<file path="src/rtl/adder_4bit_behavioral_pkg.sv">
// Shared width constant and operand type for the 4-bit adder slice.
package adder_4bit_behavioral_pkg;

  localparam int unsigned WIDTH_DEFAULT = 4;

  typedef logic [WIDTH_DEFAULT-1:0] operand_t;

endpackage

</file>
<file path="src/rtl/adder_4bit_behavioral_core.sv">
// Pure combinational add with carry-out, two's-complement overflow and zero detect.
module adder_core_comb
  import adder_4bit_behavioral_pkg::*;
#(
  parameter int unsigned WIDTH = WIDTH_DEFAULT
) (
  input  logic [WIDTH-1:0] i_a,
  input  logic [WIDTH-1:0] i_b,
  input  logic             i_carry_in,
  output logic [WIDTH-1:0] o_sum,
  output logic             o_carry_out,
  output logic             o_overflow,
  output logic             o_zero
);

  logic [WIDTH:0] w_full;

  // Widen before adding so the carry survives into the top bit.
  assign w_full      = {1'b0, i_a} + {1'b0, i_b} + (WIDTH+1)'(i_carry_in);
  assign o_sum       = w_full[WIDTH-1:0];
  assign o_carry_out = w_full[WIDTH];
  assign o_overflow  = (i_a[WIDTH-1] == i_b[WIDTH-1]) && (o_sum[WIDTH-1] != i_a[WIDTH-1]);
  assign o_zero      = ~|o_sum;

endmodule

</file>
<file path="src/rtl/adder_4bit_behavioral.sv">
// Behavioural adder with a combinational result and a one-cycle registered result plus flags.
module adder_4bit_behavioral
  import adder_4bit_behavioral_pkg::*;
#(
  parameter int unsigned WIDTH = WIDTH_DEFAULT
) (
  input  logic             clk,
  input  logic             rst_n,
  input  logic [WIDTH-1:0] a,
  input  logic [WIDTH-1:0] b,
  input  logic             carry_in,
  input  logic             in_valid,
  output logic [WIDTH-1:0] sum,
  output logic             carry_out,
  output logic [WIDTH-1:0] sum_q,
  output logic             carry_out_q,
  output logic             overflow_q,
  output logic             zero_q,
  output logic             out_valid
);

  logic [WIDTH-1:0] w_sum;
  logic             w_carry_out;
  logic             w_overflow;
  logic             w_zero;

  logic [WIDTH-1:0] r_sum;
  logic             r_carry_out;
  logic             r_overflow;
  logic             r_zero;
  logic             r_out_valid;

  adder_core_comb #(
    .WIDTH(WIDTH)
  ) u_core (
    .i_a        (a),
    .i_b        (b),
    .i_carry_in (carry_in),
    .o_sum      (w_sum),
    .o_carry_out(w_carry_out),
    .o_overflow (w_overflow),
    .o_zero     (w_zero)
  );

  // Data registers hold when no valid operands are presented.
  always_ff @(posedge clk or negedge rst_n) begin
    if (!rst_n) begin
      r_sum       <= '0;
      r_carry_out <= 1'b0;
      r_overflow  <= 1'b0;
      r_zero      <= 1'b0;
      r_out_valid <= 1'b0;
    end else begin
      r_out_valid <= in_valid;
      if (in_valid) begin
        r_sum       <= w_sum;
        r_carry_out <= w_carry_out;
        r_overflow  <= w_overflow;
        r_zero      <= w_zero;
      end
    end
  end

  assign sum         = w_sum;
  assign carry_out   = w_carry_out;
  assign sum_q       = r_sum;
  assign carry_out_q = r_carry_out;
  assign overflow_q  = r_overflow;
  assign zero_q      = r_zero;
  assign out_valid   = r_out_valid;

endmodule

</file>
<file path="config.mk">
export PLATFORM = sky130hd
export DESIGN_NAME = adder_4bit_behavioral
export DESIGN_NICKNAME = d
export VERILOG_FILES = /design/src/rtl/adder_4bit_behavioral_pkg.sv /design/src/rtl/adder_4bit_behavioral_core.sv /design/src/rtl/adder_4bit_behavioral.sv
export SDC_FILE = /design/constraint.sdc
export NUM_CORES = 1
export LEC_CHECK = 0
export ABC_AREA = 1
export BUFFER_PORTS_ARGS = -buffer_cell sky130_fd_sc_hd__buf_2
export CORE_MARGIN = 10
export CORE_UTILIZATION = 35
export CTS_CLUSTER_DIAMETER = 30
export CTS_CLUSTER_SIZE = 24
export DETAILED_ROUTE_END_ITERATION = 10
export PLACE_DENSITY = 0.69
export SLEW_MARGIN = 20
export SYNTH_ARGS = -nofsm -noshare
export SYNTH_HDL_FRONTEND = slang
export SYNTH_SLANG_ARGS = --single-unit
</file>
<file path="constraint.sdc">
create_clock -name clk -period 1.2 [get_ports clk]
set_input_delay 0.12 -clock clk [delete_from_list [all_inputs] [get_ports clk]]
set_output_delay 0.12 -clock clk [all_outputs]
set_load 0.005 [all_outputs]
</file>
# == Word-level counts from Yosys, hierarchy flattened ==
# Cells that the tools add are included.
# classes
addsub,2
n_eq_ne,2
n_reduce_logical,3
# ops
op,n
$add 4x4->5,1
$add 5x1->5,1
$reduce_or 4->1,1
$eq 1x1->1,1
$logic_and 1x1->1,1
$logic_not 1->1,1
$ne 1x1->1,1
# totals
register_bits,8
in_bits,12
out_inout_bits,13
wordCells,12

# == Logic depth before layout (Yosys ltp) ==
# Gate-level depths: netlist (run 1).
# depth
depth_word,4
ltp_mapped,10

# == By module ==
# A second synthesis (run 1) with hierarchy kept.
# hier_totals
hier_cells,64
area_unflattened_um2,509.2
# by_module_without_submodules
module,n_inst,cells_per_inst,area_per_inst_um2,seq_area_each_um2
adder_4bit_behavioral,1,31,294.0,200.2
adder_core_comb,1,33,215.2,0.0

# == Least setup slack after synthesis (run 1) ==
# No wires, ideal clock.
# synth_timing
kind,in2reg
start,in a[0]
end,reg r_zero (netlist: zero_q)
setup_time_ns,0.065
arrival_ns,1.481
t_required_ns,1.135
slack_ns,-0.346
cell_stages,8
path_cell_list,inv_1 > fa_1 > inv_2 > fa_1 > nand3b_1 > nor2_1 > nand3_1 > nand2_1
# synth_via
elab_chain_len,4
# synth_lines
element,line_no,source
"start, declared",adder_4bit_behavioral.sv:9,"input logic [WIDTH-1:0] a,"
$add 4x4->5,adder_4bit_behavioral_core.sv:19,"assign w_full = {1'b0, i_a} + {1'b0, i_b} + (WIDTH+1)'(i_carry_in);"
$add 5x1->5,adder_4bit_behavioral_core.sv:19,
net sum[1],adder_4bit_behavioral.sv:13,"output logic [WIDTH-1:0] sum,"
$reduce_or 4->1,adder_4bit_behavioral_core.sv:23,assign o_zero = ~|o_sum;
$logic_not 1->1,adder_4bit_behavioral_core.sv:23,
"end signal, assigned",adder_4bit_behavioral.sv:59,r_zero <= w_zero;
"end, declared",adder_4bit_behavioral.sv:30,logic r_zero;
# The timed path passes the listed nets, and every way through them passes these cells.
# A chain may end at the register's enable or synchronous reset.

# == Final worst setup path (run 1) ==
# layout_timing
start,in a[0]
end,out sum[1]
# layout_via
elab_chain_len,2
# layout_lines
element,line_no
$add 4x4->5,adder_4bit_behavioral_core.sv:19
$add 5x1->5,adder_4bit_behavioral_core.sv:19
"end, declared",adder_4bit_behavioral.sv:13
# Every way passes these cells.

==> impl_metrics.prom, run 1 <==
# TYPE chip_impl_metric gauge
chip_impl_info{name="outcome",value="finished, violations left"} 1
chip_impl_info{name="violations",value="negative setup slack"} 1
chip_impl_metric{name="sum_of_internal_switching_and_leakage_power",unit="µW"} 921
chip_impl_metric{name="height_of_the_die",unit="µm"} 58.0
chip_impl_metric{name="final_cell_count_no_fill",unit=""} 123
chip_impl_metric{name="grt_first_pass_wirelength",unit="µm"} 2800
chip_impl_metric{name="average_footprint_of_a_synthesized_cell",unit="µm²"} 7.88
chip_impl_metric{name="cp_num_buf_inv",unit=""} 5
chip_impl_metric{name="drt_wl_total",unit="µm"} 1550
chip_impl_metric{name="worst_ep_required",unit="ps"} 1080
chip_impl_metric{name="power.share.switching",unit=""} 0.306
chip_impl_metric{name="maxSlewHeadroom",unit=""} 0.844
chip_impl_metric{name="die_width",unit="µm"} 58.0
chip_impl_metric{name="ant_nets",unit=""} 0
chip_impl_metric{name="drc",unit=""} 0
chip_impl_metric{name="ir_worst_vdd",unit="mV"} 0.360
chip_impl_metric{name="gp_congestion",unit=""} 0.787
chip_impl_info{name="tritoncts_clock_tree",value="built"} 1
chip_impl_info{name="endpoint_kind",value="output port"} 1
chip_impl_info{name="rsz_0062_raised_after_global_routing",value="yes"} 1
chip_impl_metric{name="power_report.internal_total",unit="µW"} 639
chip_impl_metric{name="worst_case_clock_skew",unit="ps"} 0
chip_impl_metric{name="total_via_count_in_the_routed_design",unit=""} 574
chip_impl_metric{name="final_max_slew_viol_count",unit=""} 0
chip_impl_info{name="cell_types_occupying_the_most_area_after_synthesis",value="sky130_fd_sc_hd__dfrtp_1, sky130_fd_sc_hd__nand2_1, sky130_fd_sc_hd__nand3_1"} 1
chip_impl_info{name="yosysTopAreaCell",value="sky130_fd_sc_hd__dfrtp_1"} 1
chip_impl_metric{name="drtIter0Drc",unit=""} 13
chip_impl_metric{name="synth_sequential_area_ratio",unit=""} 0.397
chip_impl_metric{name="syn-instance-count",unit=""} 64
chip_impl_metric{name="power.net_switching",unit="µW"} 282
chip_impl_info{name="layout.cells.most_common_list",value="sky130_fd_sc_hd__buf_2, sky130_fd_sc_hd__nand2_1, sky130_fd_sc_hd__buf_4, sky130_fd_sc_hd__dfrtp_1"} 1
chip_impl_metric{name="finalNetCount",unit=""} 127
chip_impl_metric{name="final_core_utilization",unit=""} 0.663
chip_impl_metric{name="maximum_clock_path_buffer_count",unit=""} 2
chip_impl_metric{name="setup_ws",unit="ps"} -253
chip_impl_metric{name="finalCriticalPeriod",unit="ps"} 1450
chip_impl_info{name="global_route.peak_usage_layer",value="met2"} 1
chip_impl_info{name="hold_class",value="input pin to flop"} 1
chip_impl_metric{name="synth.distinct_cells",unit=""} 14
chip_impl_metric{name="filler_cell_count",unit=""} 110
chip_impl_metric{name="post-route-period-util",unit=""} 1.21
chip_impl_metric{name="ys_warn_count",unit=""} 0
chip_impl_metric{name="pre_cts_setup_slack",unit="ps"} -416
chip_impl_info{name="critPathSlowestCell",value="sky130_fd_sc_hd__fa_2"} 1
chip_impl_metric{name="global_routing_usage_summed_across_all_routing_layers",unit=""} 0.103
chip_impl_metric{name="average_wire_per_standard_cell",unit="µm"} 12.6
chip_impl_metric{name="postSynthRegisterBits",unit=""} 8
chip_impl_metric{name="report.final.hold_viol_count",unit=""} 0
chip_impl_metric{name="antenna_found_initial",unit=""} 0
chip_impl_info{name="cpMostUsedCell",value="sky130_fd_sc_hd__buf_6"} 1
chip_impl_metric{name="drt_pass1_iterations",unit=""} 4
chip_impl_metric{name="floorplan.die_area",unit="µm²"} 3360
chip_impl_metric{name="setup-tns-final",unit="ps"} -845
chip_impl_metric{name="grt_util_met2",unit=""} 0.175
chip_impl_metric{name="layout-area-overhead-vs-synth",unit="%"} 75.4
chip_impl_metric{name="maxClockFrequency",unit="MHz"} 688
chip_impl_metric{name="clock_share_of_power",unit=""} 0.215
chip_impl_metric{name="drt-vias-per-instance",unit=""} 4.67
chip_impl_metric{name="maxCapViolCount",unit=""} 0
chip_impl_metric{name="globalRouteMet1Util",unit=""} 0.111
chip_impl_metric{name="grt_max_degree",unit=""} 9
chip_impl_metric{name="sequentialPowerShare",unit=""} 0.349
chip_impl_metric{name="cp.arrival",unit="ps"} 1330
chip_impl_metric{name="fp-row-count",unit=""} 13
chip_impl_metric{name="globalRouteMet3Util",unit=""} 0.0240
chip_impl_metric{name="placed_cells",unit=""} 109
chip_impl_metric{name="antenna_cells_inserted",unit=""} 0
chip_impl_metric{name="worst_skew_pair.late_latency",unit="ps"} 250
chip_impl_info{name="layout_commonest_cell",value="sky130_fd_sc_hd__buf_2"} 1
chip_impl_metric{name="clock_tree.htree_level_count",unit=""} 1
chip_impl_metric{name="tritoncts.num_buffers",unit=""} 3
chip_impl_info{name="path_class",value="input pin to output port"} 1
chip_impl_metric{name="core_area",unit="µm²"} 1330
chip_impl_metric{name="p_comb_frac",unit=""} 0.437
chip_impl_metric{name="port-buffer-count",unit=""} 24
chip_impl_metric{name="overflow",unit=""} 0
chip_impl_info{name="cp_cell_sequence",value="buf_6 -> inv_4 -> fa_2 -> inv_2 -> fa_2 -> buf_6 -> buf_6"} 1
chip_impl_info{name="cpLargestDelayFamily",value="adder cells"} 1
chip_impl_metric{name="report.final.setup_viol",unit=""} 8
chip_impl_metric{name="mappedNetlistNets",unit=""} 81
chip_impl_metric{name="synth_area",unit="µm²"} 504
chip_impl_metric{name="synth_top_area_share",unit=""} 0.397
chip_impl_metric{name="clk_pin_slew",unit="ps"} 50
chip_impl_info{name="clock-root-buffer",value="sky130_fd_sc_hd__clkbuf_4"} 1
chip_impl_metric{name="timing_worst_slew_pin_value",unit="ps"} 234
chip_impl_metric{name="tritoncts_num_sinks",unit=""} 8
chip_impl_metric{name="initial_cell_density_of_the_core",unit=""} 0.378
chip_impl_metric{name="power.static_leakage",unit="nW"} 0.496
chip_impl_metric{name="critical_path.max_stage_delay",unit="ps"} 440
chip_impl_info{name="critical_path.startpoint_type",value="input pin"} 1
chip_impl_metric{name="layout-drive-gt1-share",unit=""} 0.583
chip_impl_metric{name="boundaryPins",unit=""} 25
chip_impl_metric{name="crit_path_max_fanout",unit=""} 2
chip_impl_metric{name="p_per_area",unit="nW/µm²"} 1040
chip_impl_metric{name="place_hpwl",unit="µm"} 1090
chip_impl_metric{name="via_count_of_the_first_global_routing_pass",unit=""} 626
-- cells by family after synthesis --
kind of cell    after synthesis  share of synthesized area
fa+ha+maj                     5                      0.154
buf+inv                      11                     0.0819
compound gates                5                     0.0645
simple gates                 35                      0.303
flops                         8                      0.397
-- final timing paths --
check	start	to	slack (ps)	depth (start not counted)
worst max-delay path	a[0]	sum[1]	-250	7
worst min-delay path	in_valid	out_valid	80	1
worst max register to register	sum_q[2]	sum_q[2]	570	2
worst min register to register	overflow_q	overflow_q	470	2
max in group asynchronous	rst_n	overflow_q	800	2
min in group asynchronous	rst_n	zero_q	230	2
-- per-layer routing --
metal	vias to the layer above	share of wire
met3	2	0.047
met5	-	0
met2	13	0.53
met1	267	0.41
met4	0	0.015
li1	292	-
-- stage by stage --
stage,cell area [µm²],hold slack (ps)
6_report,885,83.2
3_3_place_gp,704,-35.0
5_1_grt,885,76.5
4_1_cts,860,76.9
2_1_floorplan,520,-176
3_5_place_dp,704,-29.3
-- Yosys cell counts, drive strengths merged --
| cell | n |
|---|---|
| a31oi | 1 |
| a21oi | 2 |
| nand2 | 20 |
| nand3 | 10 |
| fa | 2 |
| nand3b | 1 |
| inv | 11 |
| nor2 | 4 |
| dfrtp | 8 |
| o21ai | 1 |
| ha | 3 |
| o21bai | 1 |
-- area by class of cell --
| cell class | count | area (µm²) | share of cell area |
|---|---|---|---|
| Multi-Input combinational cell | 45 | 303 | 0.342 |
| Clock buffer | 3 | 22.5 | 0.0255 |
| Inverter | 11 | 51.3 | 0.0580 |
| Tap cell | 15 | 18.8 | 0.0212 |
| Timing Repair Buffer | 41 | 289 | 0.327 |
| Sequential cell | 8 | 200 | 0.226 |
-- worst register-to-register path, stage by stage (launching register included) --
cell	delay [ps]
sky130_fd_sc_hd__dfrtp_1	370
sky130_fd_sc_hd__nor2_1	90
sky130_fd_sc_hd__a31oi_1	50
-- sequential cells by signal, summed over array words and instances (netlist names) --
name and count:
sum_q 4, carry_out_q 1, out_valid 1, overflow_q 1, zero_q 1
-- power by group through the flow --
stage	Combinational, mW	Clock, mW	Sequential [mW]
3_3_place_gp	0.289	0	0.325
2_1_floorplan	0.141	0	0.331
3_5_place_dp	0.294	0	0.325
6_report	0.402	0.198	0.321
5_1_grt	0.447	0.224	0.327
4_1_cts	0.384	0.206	0.321
-- what timing repair did --
action                                 in CTS  in global routing
setup endpoints to repair                   6                  9
gates resized for setup                    15                  4
pin swaps                                   4                  4
hold buffers                                1                  0
endpoints found under the hold margin       8                  0
buffers inserted                           11                  1
(Power assumes the default switching activity.)
==> run 2: changes to the inputs <==
- GPL_TIMING_DRIVEN: unset -> 0
==> impl_metrics.prom, run 2 (synthesis gave the netlist of run 1 again) <==
# TYPE chip_impl_metric gauge
chip_impl_metric{name="report.final.hold_viol_count",unit=""} 0
chip_impl_metric{name="worst_skew_pair.late_latency",unit="ps"} 240
chip_impl_metric{name="clock_tree.htree_level_count",unit=""} 1
chip_impl_metric{name="maxSlewHeadroom",unit=""} 0.874
chip_impl_metric{name="layout-area-overhead-vs-synth",unit="%"} 62.5
chip_impl_info{name="outcome",value="finished, violations left"} 1
chip_impl_metric{name="filler_cell_count",unit=""} 116
chip_impl_metric{name="drt-vias-per-instance",unit=""} 4.66
chip_impl_info{name="clock-root-buffer",value="sky130_fd_sc_hd__clkbuf_4"} 1
chip_impl_metric{name="cp.arrival",unit="ps"} 1260
chip_impl_metric{name="finalNetCount",unit=""} 119
chip_impl_metric{name="maximum_clock_path_buffer_count",unit=""} 2
chip_impl_metric{name="worst_hold_slack",unit="ps"} 85.6
chip_impl_metric{name="sum_of_internal_switching_and_leakage_power",unit="µW"} 864
chip_impl_info{name="worst_r2r_endpoint",value="sum_q[2]"} 1
chip_impl_info{name="hold_class",value="input pin to flop"} 1
chip_impl_info{name="violations",value="negative setup slack"} 1
chip_impl_metric{name="setup_ws",unit="ps"} -178
chip_impl_metric{name="core_area",unit="µm²"} 1330
chip_impl_metric{name="drt_pass1_iterations",unit=""} 4
chip_impl_metric{name="gp_congestion",unit=""} 0.794
chip_impl_info{name="cpMostUsedCell",value="sky130_fd_sc_hd__fa_2"} 1
chip_impl_metric{name="die_width",unit="µm"} 58.0
chip_impl_metric{name="place_hpwl",unit="µm"} 1100
chip_impl_metric{name="p_per_area",unit="nW/µm²"} 1050
chip_impl_info{name="cpLargestDelayFamily",value="adder cells"} 1
chip_impl_metric{name="port-buffer-count",unit=""} 24
chip_impl_metric{name="postPlaceCellArea",unit="µm²"} 659
chip_impl_metric{name="ant_nets",unit=""} 0
chip_impl_metric{name="antenna_cells_inserted",unit=""} 0
chip_impl_metric{name="finalCriticalPeriod",unit="ps"} 1380
chip_impl_metric{name="average_wire_per_standard_cell",unit="µm"} 12.8
chip_impl_metric{name="initial_cell_density_of_the_core",unit=""} 0.378
chip_impl_metric{name="drc",unit=""} 0
chip_impl_info{name="layout.cells.most_common_list",value="sky130_fd_sc_hd__buf_2, sky130_fd_sc_hd__nand2_1, sky130_fd_sc_hd__dfrtp_1, sky130_fd_sc_hd__buf_4, sky130_fd_sc_hd__nand3_1"} 1
chip_impl_info{name="crit_path_start",value="carry_in"} 1
chip_impl_metric{name="total_via_count_in_the_routed_design",unit=""} 536
chip_impl_metric{name="final_max_slew_viol_count",unit=""} 0
chip_impl_metric{name="drt_wl_total",unit="µm"} 1470
chip_impl_metric{name="global_routing_usage_summed_across_all_routing_layers",unit=""} 0.0982
chip_impl_metric{name="ir_worst_vdd",unit="mV"} 0.384
chip_impl_info{name="cp_cell_sequence",value="buf_8 -> inv_8 -> fa_2 -> inv_2 -> fa_2 -> buf_6"} 1
chip_impl_metric{name="grt_max_degree",unit=""} 9
chip_impl_metric{name="post-route-period-util",unit=""} 1.15
chip_impl_metric{name="r2r_cells",unit=""} 2
chip_impl_metric{name="timing_worst_slew_pin_value",unit="ps"} 188
chip_impl_info{name="worstReg2RegStart",value="sum_q[2]"} 1
chip_impl_metric{name="drtIter0Drc",unit=""} 14
chip_impl_metric{name="crit_path_max_fanout",unit=""} 3
chip_impl_metric{name="worst_ep_required",unit="ps"} 1080
chip_impl_metric{name="layout-drive-gt1-share",unit=""} 0.550
chip_impl_metric{name="boundaryPins",unit=""} 25
chip_impl_info{name="tritoncts_clock_tree",value="built"} 1
chip_impl_metric{name="floorplan.die_area",unit="µm²"} 3360
chip_impl_metric{name="grt_first_pass_wirelength",unit="µm"} 2610
chip_impl_info{name="path_class",value="input pin to output port"} 1
chip_impl_metric{name="maxCapViolCount",unit=""} 0
chip_impl_info{name="critPathSlowestCell",value="sky130_fd_sc_hd__fa_2"} 1
chip_impl_metric{name="height_of_the_die",unit="µm"} 58.0
chip_impl_metric{name="worst_case_clock_skew",unit="ps"} 0
chip_impl_metric{name="fp-row-count",unit=""} 13
chip_impl_info{name="critPathCapture",value="sum[1]"} 1
chip_impl_metric{name="largest_register_ff_count",unit=""} 4
chip_impl_info{name="critical_path.startpoint_type",value="input pin"} 1
chip_impl_metric{name="clk_pin_slew",unit="ps"} 50
chip_impl_metric{name="maxClockFrequency",unit="MHz"} 726
chip_impl_metric{name="setup-tns-final",unit="ps"} -895
chip_impl_info{name="rsz_0062_raised_after_global_routing",value="yes"} 1
chip_impl_metric{name="critical_path.max_stage_delay",unit="ps"} 450
chip_impl_metric{name="postLayoutCellArea",unit="µm²"} 820
chip_impl_info{name="endpoint_kind",value="output port"} 1
chip_impl_metric{name="via_count_of_the_first_global_routing_pass",unit=""} 599
chip_impl_metric{name="cp_num_cells",unit=""} 6
chip_impl_metric{name="tritoncts_num_sinks",unit=""} 8
chip_impl_metric{name="power.static_leakage",unit="nW"} 0.455
chip_impl_metric{name="worst-r2r-setup-slack",unit="ps"} 580
chip_impl_metric{name="report.final.setup_viol",unit=""} 8
chip_impl_metric{name="cp_num_buf_inv",unit=""} 4
chip_impl_metric{name="tritoncts.num_buffers",unit=""} 3
chip_impl_metric{name="antenna_found_initial",unit=""} 0
chip_impl_info{name="layout_commonest_cell",value="sky130_fd_sc_hd__buf_2"} 1
chip_impl_metric{name="overflow",unit=""} 0
==> run 2: routing by layer <==
| layer | GRT usage | wire length, µm | share of wire | vias up |
|---|---|---|---|---|
| met4 | 0.0705 | 23 | 0.016 | 0 |
| met1 | 0.0938 | 572 | 0.39 | 244 |
| met3 | 0.0261 | 84 | 0.057 | 2 |
| li1 | - | - | - | 277 |
| met2 | 0.176 | 788 | 0.54 | 13 |
| met5 | 0 | 0 | 0 | - |
==> run 2: layout make-up <==
cell class,instances,area (µm²),share of cell area
clock buffers,3,22.5,0.0275
inverters,11,48.8,0.0595
multi-input cells,45,310,0.379
flip-flops and latches,8,200,0.244
well taps,15,18.8,0.0229
repair buffers,33,219,0.267
==> run 2: report_power, final <==
part,leakage [nW],total (mW),internal (mW),switching [mW]
clock network,0.0138,0.194,0.114,0.0806
logic,0.343,0.348,0.177,0.171
registers,0.0983,0.322,0.306,0.0163
==> run 2: metrics by stage <==
stage           util  instances  setup slack (ps)
4_1_cts        0.597        113              -183
6_report       0.614        115              -178
5_1_grt        0.614        115              -231
2_1_floorplan      -         64              -254
3_3_place_gp   0.494        103              -453
3_5_place_dp   0.494        103              -461
==> run 2: what timing repair did <==
item / in CTS / in global routing
buffers inserted: 6 / 2
resized for setup: 14 / 2
hold buffers: 1 / 0
hold endpoints to repair: 8 / 0
pin swaps: 6 / 6
endpoints found under the setup margin: 5 / 8
==> run 2: worst min path at each step <==
stage,depth (start not counted),from,endpoint
after global routing,1,in_valid,out_valid
after global placement,1,rst_n,out_valid
after CTS,1,in_valid,out_valid
after floorplan,0,rst_n,carry_out_q
after detailed placement,1,rst_n,zero_q
final,1,in_valid,out_valid
